--- config.mk ---
export PLATFORM = sky130hd
export DESIGN_NAME = instr_cache_refill_ctrl
export DESIGN_NICKNAME = d
export VERILOG_FILES = /design/src/rtl/instr_cache_refill_ctrl.sv
export SDC_FILE = /design/constraint.sdc
export NUM_CORES = 1
export LEC_CHECK = 0
export CORE_MARGIN = 2
export CORE_UTILIZATION = 40
export CTS_CLUSTER_DIAMETER = 150
export CTS_CLUSTER_SIZE = 12
export DETAILED_ROUTE_END_ITERATION = 6
export PLACE_DENSITY = 0.76
export SETUP_SLACK_MARGIN = 0.4
export SYNTH_ARGS = -nofsm -noshare
export SYNTH_HDL_FRONTEND = slang
export SYNTH_SLANG_ARGS = --single-unit
--- constraint.sdc ---
create_clock -name i_clk -period 1.67 [get_ports i_clk]
set_input_delay 0.334 -clock i_clk [delete_from_list [all_inputs] [get_ports i_clk]]
set_output_delay 0.334 -clock i_clk [all_outputs]
set_load 0.01 [all_outputs]
--- src/rtl/instr_cache_refill_ctrl.sv ---
// ---------------------------------------------------------------------------
// instr_cache_refill_ctrl
//   L1 I-cache refill controller (write side of the I-cache data array).
//   Takes one line miss at a time, issues a line-aligned bus read, gathers
//   32-bit beats into a full line and writes it to the data array through a
//   one-cycle fill strobe. A flush cancels the in-flight refill: the bus
//   transaction still completes, but the line is never written.
//
//   state | meaning
//   ------+--------------------------------------------------------------
//   IDLE  | waiting for a miss; o_miss_ready=1
//   REQ   | bus read request held until i_mem_ack
//   BEATS | collecting NUM_BEATS data beats, lowest address first
//   FILL  | one-cycle write of the assembled line (unless cancelled)
//
// Ports
//   i_clk, i_rst          clock, synchronous active-high reset
//   i_miss, i_miss_paddr  miss request and any byte address inside the line
//   o_miss_ready          miss accepted when i_miss & o_miss_ready
//   i_flush               discard the in-flight refill
//   o_mem_req/o_mem_paddr line-aligned bus read request, held until i_mem_ack
//   i_mem_ack             bus accepted the request
//   i_mem_valid/i_mem_data one 32-bit beat
//   o_fill/o_fill_paddr/o_fill_data  data array fill port
//   o_busy                controller not idle
// ---------------------------------------------------------------------------
module instr_cache_refill_ctrl #(
  parameter int CACHELINE_SIZE      = 16,
  parameter int CACHELINE_SIZE_BITS = 4,
  parameter int PADDR_WIDTH         = 32
) (
  input  logic                        i_clk,
  input  logic                        i_rst,
  input  logic                        i_miss,
  input  logic [PADDR_WIDTH-1:0]      i_miss_paddr,
  output logic                        o_miss_ready,
  input  logic                        i_flush,
  output logic                        o_mem_req,
  output logic [PADDR_WIDTH-1:0]      o_mem_paddr,
  input  logic                        i_mem_ack,
  input  logic                        i_mem_valid,
  input  logic [31:0]                 i_mem_data,
  output logic                        o_fill,
  output logic [PADDR_WIDTH-1:0]      o_fill_paddr,
  output logic [CACHELINE_SIZE*8-1:0] o_fill_data,
  output logic                        o_busy
);

  localparam int NUM_BEATS = CACHELINE_SIZE / 4;
  localparam int IDX_W     = $clog2(NUM_BEATS);
  localparam int CNT_W     = IDX_W + 1;
  localparam logic [CNT_W-1:0] LAST_BEAT = CNT_W'(NUM_BEATS - 1);

  typedef enum logic [1:0] {
    IDLE  = 2'd0,
    REQ   = 2'd1,
    BEATS = 2'd2,
    FILL  = 2'd3
  } state_t;

  state_t state, state_nxt;

  logic [CNT_W-1:0]                beat_cnt;
  logic                            discard;
  logic [NUM_BEATS-1:0][31:0]      line_buf;
  logic [PADDR_WIDTH-1:0]          paddr_q;

  always_ff @(posedge i_clk) begin
    if (i_rst) state <= IDLE;
    else       state <= state_nxt;
  end

  always_comb begin
    state_nxt    = state;
    o_miss_ready = 1'b0;
    o_mem_req    = 1'b0;
    o_fill       = 1'b0;
    case (state)
      IDLE: begin
        o_miss_ready = 1'b1;
        if (i_miss) state_nxt = REQ;
      end
      REQ: begin
        o_mem_req = 1'b1;
        if (i_mem_ack) state_nxt = BEATS;
      end
      BEATS: begin
        // A flush arriving on the final beat cancels the fill just like an
        // earlier one that already set discard.
        if (i_mem_valid && (beat_cnt == LAST_BEAT))
          state_nxt = (discard || i_flush) ? IDLE : FILL;
      end
      FILL: begin
        o_fill    = ~discard & ~i_flush;
        state_nxt = IDLE;
      end
      default: state_nxt = IDLE;
    endcase
  end

  always_ff @(posedge i_clk) begin
    if (i_rst) begin
      beat_cnt <= '0;
      discard  <= 1'b0;
      line_buf <= '0;
      paddr_q  <= '0;
    end else begin
      if (state == IDLE && i_miss)
        paddr_q <= {i_miss_paddr[PADDR_WIDTH-1:CACHELINE_SIZE_BITS],
                    {CACHELINE_SIZE_BITS{1'b0}}};

      if (state == REQ && i_mem_ack)
        beat_cnt <= '0;

      if (state == BEATS && i_mem_valid) begin
        line_buf[beat_cnt[IDX_W-1:0]] <= i_mem_data;
        beat_cnt                      <= beat_cnt + 1'b1;
      end

      // Flush in IDLE has nothing to cancel; discard is cleared whenever we
      // (re)enter IDLE so the next line starts clean.
      if (state_nxt == IDLE)
        discard <= 1'b0;
      else if ((state == REQ || state == BEATS) && i_flush)
        discard <= 1'b1;
    end
  end

  assign o_mem_paddr  = paddr_q;
  assign o_fill_paddr = paddr_q;
  assign o_fill_data  = line_buf;
  assign o_busy       = (state != IDLE);

endmodule

**After elaboration in Yosys (flattened, before gate mapping)**

Cells that the tools add are included.

- Output and inout bits: 196
- Bits in read-only memories: 0
- Latch bits: 0
- Memory bits (writable): 0
- Flip-flop bits (word level): 162
- Memories kept: 0
- Input port bits: 70

- Add/subtract/negate cells: 1
- Div/mod/pow operators: 0
- Equality and inequality tests: 4
- Bitwise gates (word level): 3
- Multipliers: 0
- Muxes and demuxes: 13
- Shifts and indexed selects: 0
- $lt $le $gt $ge: 2
- Reductions and logical operators: 13

Operators with widths:

| cell | count |
|---|---|
| $bwmux W128 | 1 |
| $demux W32 S2 | 1 |
| $mux W32 | 1 |
| $mux W2 | 4 |
| $pmux W2 S4 | 1 |
| $logic_and A1 B1 Y1 | 6 |
| $mux W3 | 2 |
| $eq A2 B2 Y1 const B | 2 |
| $logic_not A2 Y1 | 2 |
| $reduce_bool A2 Y1 | 2 |
| $add A3 B1 Y3 const B | 1 |
| $eq A3 B2 Y1 const B | 1 |
| $lt A2 B3 Y1 const B | 1 |
| $mux W1 | 3 |
| $eq A2 B1 Y1 const B | 1 |
| $ge A2 B1 Y1 const B | 1 |
| $logic_or A1 B1 Y1 | 2 |
| $not A1 Y1 | 2 |
| $reduce_or A2 Y1 | 1 |
| $and A1 B1 Y1 | 1 |

**Logic depth before layout (Yosys ltp)**

Gate-level depths: netlist of run 1.

- Word-level depth: 6
- Depth in mapped cells: 8
- Depth with buffers taken out: 6

**Least setup slack after synthesis of run 1**

No wires, ideal clock.

- Path kind: register to register
- Start: reg beat_cnt[0]
- End: reg discard
- Required time: 1.543 ns
- Path buffers: 0
- Path slack: 0.124 ns
- Clock period less this slack: 1.546 ns
- Cell stages (with the launch flop): 7
- Arrival time: 1.420 ns
- Cells stage by stage: dfxtp_1 -> ha_1 -> ha_1 -> o211ai_1 -> a221oi_1 -> a211o_1 -> a31oi_1

- Longest elaborated chain between the ends: 6

Ends and longest elaborated chain:

| what | RTL line | text |
|---|---|---|
| start, declared | 63 | `logic [CNT_W-1:0] beat_cnt;` |
| start signal, assigned | 117 | `beat_cnt <= beat_cnt + 1'b1;` |
| $eq A3 B2 Y1 | 90 | `if (i_mem_valid && (beat_cnt == LAST_BEAT))` |
| $logic_and A1 B1 Y1 | 90 |  |
| $mux W2 | 90 |  |
| $pmux W2 S4 | 78 | `case (state)` |
| $logic_not A2 Y1 | 122 | `if (state_nxt == IDLE)` |
| $reduce_or A2 Y1 (no source line) | n/a |  |
| end signal, assigned | 104 | `discard <= 1'b0;` |
| end signal, assigned | 123 | `discard <= 1'b0;` |
| end signal, assigned | 125 | `discard <= 1'b1;` |
| end, declared | 64 | `logic discard;` |

Every way passes these cells.
A chain may end at the register's enable or synchronous reset.

**Worst setup path in the final report of run 1**

- Start: reg state[1]
- End: reg line_buf, in the netlist o_fill_data[31]

- Longest elaborated chain between the ends: 2

Ends and longest elaborated chain:

| what | RTL line | text |
|---|---|---|
| start, declared | 61 | `state_t state, state_nxt;` |
| start signal, assigned | 70 | `else state <= state_nxt;` |
| $eq A2 B2 Y1 | 115 | `if (state == BEATS && i_mem_valid) begin` |
| $logic_and A1 B1 Y1 | 115 |  |
| end signal, assigned by index | 116 | `line_buf[beat_cnt[IDX_W-1:0]] <= i_mem_data;` |
| end, declared | 65 | `logic [NUM_BEATS-1:0][31:0] line_buf;` |

Every way passes these cells.

==> results of run 1 <==
how the worst max path moves through the flow:
stage                                         to  slack [ns]  cells past startpoint
floorplan                   discard$_SDFFE_PP0P_        0.33                      6
global placement                          o_fill       -0.20                      3
detailed placement                        o_fill       -0.19                      3
CTS                                       o_fill        0.08                      3
global route         o_fill_data[7]$_SDFFE_PP0P_        0.04                      8
finish              o_fill_data[31]$_SDFFE_PP0P_        0.09                      8
report_power, final:
part           switching, mW  internal [mW]  leakage [nW]
Sequential            0.0495           3.92          1.38
Clock                   1.62           2.52         0.308
Combinational          0.566          0.504          3.24
what timing repair did:
action                     CTS  global route
resized for setup          895           374
buffers inserted            25            19
setup endpoints to repair  324           219
hold buffers                 0             0
pin swaps                   19           157
cloned                       7            16
kinds of logic (layout without fill, tap and decap cells):
kind of cell | count (synthesis) | count (layout) | synth area share, %
other | 1 | 8 | 0.0546
AND/OR/NAND/NOR | 339 | 339 | 22.8
adder cells (fa/ha/maj) | 9 | 9 | 1.64
buffers and inverters | 97 | 393 | 11.2
flip-flops | 162 | 162 | 47.2
AO/OA/AOI/OAI | 169 | 169 | 17.1
registers in the layout, summed over array words and instances (netlist names):
register / cells
o_fill_data: 128
o_fill_paddr: 28
beat_cnt: 3
state: 2
discard: 1
cell usage after synthesis:
master / number
inv_1: 8
buf_12: 9
a22oi_1: 1
buf_4: 50
nand2_2: 77
o2111ai_1: 1
a21oi_1: 78
dfxtp_1: 162
nor3_1: 2
nand2_8: 4
a221oi_1: 1
clkbuf_1: 10
o21ai_0: 1
a211o_1: 1
clkbuf_4: 1
nor3b_1: 1
buf_1: 1
and2_4: 1
ha_1: 9
nand2b_1: 1
o211ai_1: 1
buf_2: 13
and3_2: 4
and2_1: 1
buf_6: 1
buf_8: 4
nor2_1: 6
nor2b_1: 1
a31oi_1: 2
conb_1: 1
nand2_1: 240
a21oi_2: 83
nand3_1: 1
routing by layer:
layer / up-vias / track usage (%)
met5: - / 0
met4: 0 / 8.62
met3: 38 / 6.19
met2: 214 / 38.3
met1: 3232 / 28.8
li1: 3049 / -
layout make-up:
type | instances | area (sq um)
clock buffers | 20 | 478
multi-input cells | 525 | 4270
inverters | 8 | 40.0
clock inverters | 12 | 151
flip-flops and latches | 162 | 3430
well taps | 220 | 275
repair buffers | 353 | 3390
fillers | 1184 | 4670
==> qor.csv, run 1 <==
stage,metric,value,unit
setup_path,crit_family,buffers and inverters,
synth,syn_avg_cell_area,8.84,sq um
place,port_buffers,253,
sta,rsz0062_at_grt,true,
sta,setup_tns,0,ns
synth,yosysUniqueCellTypes,33,
place,dp_hpwl,13.7,mm
setup_path,cp-startpoint,state[1]$_SDFF_PP0_,
job,maxCapViolations,0,
clocking,clockRootBuffer,clkbuf_16,
setup_path,crit_type,flip-flop to flip-flop,
setup_path,r2r_slack,0.09,ns
synth,yosys.area.top_type_share,47.2,%
clocking,clk_latency,0.42,ns
min_path,min_path_cells,2,
synth,synth_area_leaders,"dfxtp_1, nand2_1, a21oi_2",
drt,dr.pass1.iters,5,
drt,drtIter0Drc,313,
sta,fin_crit,1.58,ns
place,pre_cts_slack,-0.185,ns
pwr,fin_total_pwr,9.18,mW
drt,antenna_left,0,
floorplanning,ioPinCount,266,
setup_path,critical-path-slowest-cell,dfxtp_4,
final_layout,insertedDiodeCount,0,
sta,setup_viol,0,
place,dp_cells,1201,
drt,routedLengthMet1,10.3,mm
clocking,cts.clk_slew.worst_paths,0.07,ns
sta,clock.fmax,0.632,GHz
setup_path,max_stage_delay,0.40,ns
setup_path,startpoint_type,flip-flop,
setup_path,critPathRequiredTime,2.02,ns
clocking,cts_sinks,162,
floorplanning,die_w,135,um
sta,finalClockSkew,0.0100,ns
final_layout,areaGrowthSynthToFinish,75.1,%
setup_path,cp_cell_sequence,buf_6 -> ha_4 -> buf_6 -> and3_4 -> buf_6 -> clkbuf_16 -> nand2_1 -> a21oi_2,
sta,period_share,94.8,%
synth,ys_seq_area_share,47.2,%
drt,num_vias,6533,
synth,yosys_register_bits,162,
drt,drcViolationCount,0,
min_path,min_from,i_rst,
setup_path,crit_top_cell,buf_6,
final_layout,design_area,12000,sq um
setup_path,crit_arrival,1.94,ns
final_layout,most-common-layout-cells,"a21oi_2, buf_2, dfxtp_2",
place,globalplace.congestion,0.787,
sta,final_hold_viol_count,0,
setup_path,end_kind,flip-flop,
setup_path,reg2reg_depth,8,
clocking,cts_buffers,17,
setup_path,path_buf_inv,4,
place,post_dp_cell_area,9720,sq um
synth,syn_area,6870,sq um
setup_path,r2r-end,o_fill_data[31]$_SDFFE_PP0P_,
final_layout,drive_gt1_share,78.6,%
pwr,power_leakage,4.93,nW
floorplanning,start_util,41.1,%
floorplanning,row_count,47,
grt,antenna_found_initial,0,
sta,whs,0.277,ns
clocking,clockBufferDepth,2,
drt,route.met3.wl,1.37,mm
synth,ys_warn_count,0,
drt,routed_wl,25.0,mm
drt,dr_wl_met2,12.8,mm
drt,wire_per_inst,19.2,um
drt,top_layer,met4,
synth,synth_top_area_cell,dfxtp_1,
pwr,p_per_area,763,nW/um^2
clocking,cts_max_level,4,
synth,synthCells,777,
setup_path,r2r_start,state[1]$_SDFF_PP0_,
final_layout,final_cells,1300,
clocking,cts_tree,done,
grt,grtUsageTotal,23.1,%
grt,grt-ovfl-total,0,
grt,grt_max_degree,62,
min_path,min_path_type,input pin to flip-flop,
setup_path,cp_max_fo,6,
outcome,status,"complete, no violations",
min_path,whs_endpoint,o_fill_paddr[20]$_SDFFE_PP0P_,
floorplanning,fp.dieH,135,um
final_layout,fin_nets,1146,
sta,worst_slack,0.0867,ns
final_layout,post-route-util,72.0,%
floorplanning,coreArea,16700,sq um
final_layout,layout_commonest_cell,a21oi_2,
grt,grt_first_pass_wirelength,32.9,mm
sta,maxSlewViolCount,0,
pwr,vdd_ir_drop_max,689,uV
drt,vias_per_cell,5.03,
grt,grt_pass1_vias,6008,
floorplanning,dieArea,18200,sq um
Power figures use the tool's default switching activity.
==> run 2, diff against run 1 <==
==> constraint.sdc (replaced) <==
create_clock -name i_clk -period 1.4 [get_ports i_clk]
set_input_delay 0.28 -clock i_clk [delete_from_list [all_inputs] [get_ports i_clk]]
set_output_delay 0.28 -clock i_clk [all_outputs]
set_load 0.01 [all_outputs]
==> qor.csv, run 2 (synthesized netlist as in run 1, its figures left out) <==
stage,metric,value,unit,change
place,post_dp_cell_area,9860,sq um,+1.4%
min_path,min_path_cells,2,,unchanged
drt,wire_per_inst,18.7,um,-3.0%
sta,period_share,113,%,+18 points
place,pre_cts_slack,-0.397,ns,-0.211 ns
grt,grt_pass1_vias,6300,,+4.9%
floorplanning,dieArea,18200,sq um,unchanged
sta,fin_crit,1.58,ns,-0.00465 ns
place,dp_hpwl,14.0,mm,+2.3%
floorplanning,ioPinCount,266,,unchanged
sta,clock.fmax,0.633,GHz,+0.29%
place,port_buffers,253,,unchanged
floorplanning,fp.dieH,135,um,unchanged
sta,setup_tns,-16.97,ns,-16.97 ns
place,dp_cells,1214,,+1.1%
final_layout,largest_register_ffs,128,,unchanged
final_layout,post-route-util,78.5,%,+6.5 points
sta,setup_viol,166,,+166
clocking,clockBufferDepth,2,,unchanged
setup_path,crit_type,flip-flop to flip-flop,,
clocking,clk_latency,0.43,ns,about the same
clocking,cts_buffers,17,,unchanged
floorplanning,start_util,41.1,%,unchanged
setup_path,cp_max_fo,28,,+22
sta,finalClockSkew,0.00845,ns,-0.00158 ns
drt,drcViolationCount,0,,unchanged
setup_path,r2r_slack,-0.18,ns,-0.27 ns
setup_path,reg2reg_depth,9,,+1
min_path,min_path_type,input pin to flip-flop,,
final_layout,insertedDiodeCount,0,,unchanged
clocking,cts_sinks,162,,unchanged
floorplanning,coreArea,16700,sq um,unchanged
grt,grt_first_pass_wirelength,32.7,mm,-0.77%
pwr,fin_total_pwr,10.7,mW,+17%
final_layout,fin_nets,1231,,+7.4%
grt,grtUsageTotal,22.7,%,-0.42 points
final_layout,drive_gt1_share,76.5,%,-2.1 points
setup_path,critPathRequiredTime,1.68,ns,-0.34 ns
clocking,cts_hold_buf,0,,unchanged
min_path,whs_endpoint,o_fill_data[85]$_SDFFE_PP0P_,,
drt,routed_wl,25.8,mm,+3.3%
min_path,min_from,i_rst,,
sta,final_hold_viol_count,0,,unchanged
floorplanning,row_count,47,,unchanged
final_layout,final_cells,1385,,+6.5%
drt,drtIter0Drc,331,,+5.8%
job,maxCapViolations,0,,unchanged
final_layout,areaGrowthSynthToFinish,90.9,%,
floorplanning,die_w,135,um,unchanged
drt,vias_per_cell,5.01,,-0.40%
drt,num_vias,6932,,+6.1%
pwr,vdd_ir_drop_max,840,uV,+22%
sta,maxSlewViolCount,0,,unchanged
sta,rsz0062_at_grt,true,,
grt,grt-ovfl-total,0,,unchanged
clocking,cts_max_level,4,,unchanged
final_layout,design_area,13100,sq um,+9.0%
clocking,cts.clk_slew.worst_paths,0.06,ns,about the same
grt,grt_max_degree,72,,+16%
outcome,status,finished with violations,,
pwr,p_per_area,816,nW/um^2,+6.9%
drt,antenna_left,0,,unchanged
setup_path,r2r-end,o_fill_paddr[28]$_SDFFE_PP0P_,,
outcome,violations,negative setup slack,,
grt,antenna_found_initial,0,,unchanged
sta,whs,0.0803,ns,-0.197 ns
drt,dr.pass1.iters,4,,-1
setup_path,startpoint_type,flip-flop,,
final_layout,most-common-layout-cells,"buf_6, dfxtp_2, nand2_1",,
clocking,clockRootBuffer,clkbuf_16,,
setup_path,end_kind,flip-flop,,
sta,worst_slack,-0.179,ns,-0.265 ns
pwr,power_leakage,5.07,nW,+2.8%
place,globalplace.congestion,0.771,,-2.0%
final_layout,nFillCells,998,,-16%
setup_path,crit_arrival,1.86,ns,-0.08 ns
setup_path,r2r_start,state[0]$_SDFF_PP0_,,
clocking,cts_tree,done,,
final_layout,layout_commonest_cell,buf_6,,
-- run 2: changes by cell type in the layout (fill, tap and decap cells not counted), moves of 6 or more --
cell	change
nand2_1	+37
dfxtp_1	-19
dfxtp_2	+13
a21oi_2	-23
dfxtp_4	+6
buf_16	-8
a21oi_1	+24
buf_4	+83
nand2_2	-26
buf_6	+151
buf_2	-138
nand2_4	-10
-- run 2: worst max path at each step --
stage / endpoint / cells after the start / slack (ns) / startpoint
after floorplan: discard$_SDFFE_PP0P_ / 6 / 0.06 / beat_cnt[1]$_SDFFE_PP0P_
after global placement: o_fill / 3 / -0.32 / i_flush
after detailed placement: o_fill / 3 / -0.40 / i_flush
after CTS: discard$_SDFFE_PP0P_ / 9 / -0.17 / state[0]$_SDFF_PP0_
after global routing: o_fill_paddr[28]$_SDFFE_PP0P_ / 9 / -0.22 / state[0]$_SDFF_PP0_
final: o_fill_paddr[28]$_SDFFE_PP0P_ / 9 / -0.18 / state[0]$_SDFF_PP0_
-- run 2: critical path, cell delays in order, from the launching register on --
cell	delay, ns
dfxtp_4	0.37
buf_12	0.11
clkinv_8	0.05
ha_4	0.16
buf_6	0.12
buf_6	0.10
and2_4	0.14
buf_12	0.16
nand2_1	0.11
a21oi_1	0.08
-- run 2: layout make-up --
class                           instances  area, sq um  share of cell area [%]
Clock buffer                           19          443                    3.38
Clock inverter                         13          149                    1.14
Inverter                                8         50.0                   0.382
Multi-Input combinational cell        525         4000                    30.5
Sequential cell                       162         3470                    26.5
Tap cell                              220          275                    2.10
Timing Repair Buffer                  438         4730                    36.0
-- run 2: routing by layer --
layer	track usage [%]	routed length [um]
met1	27.5	10100
met2	39.3	13400
met3	5.59	1450
met4	7.64	863
met5	0	0
-- run 2: power breakdown --
group	internal [mW]	total, mW	switching (mW)
clock	2.71	4.75	2.04
combinational	0.641	1.20	0.563
sequential	4.67	4.75	0.0792
-- run 2: repair_timing --
item | 4_1_cts | 5_1_grt
setup buffers | 94 | 30
setup endpoints to repair | 350 | 350
cloned | 0 | 15
pin swaps | 23 | 116
hold endpoints to repair | 0 | 0
resized for setup | 919 | 416
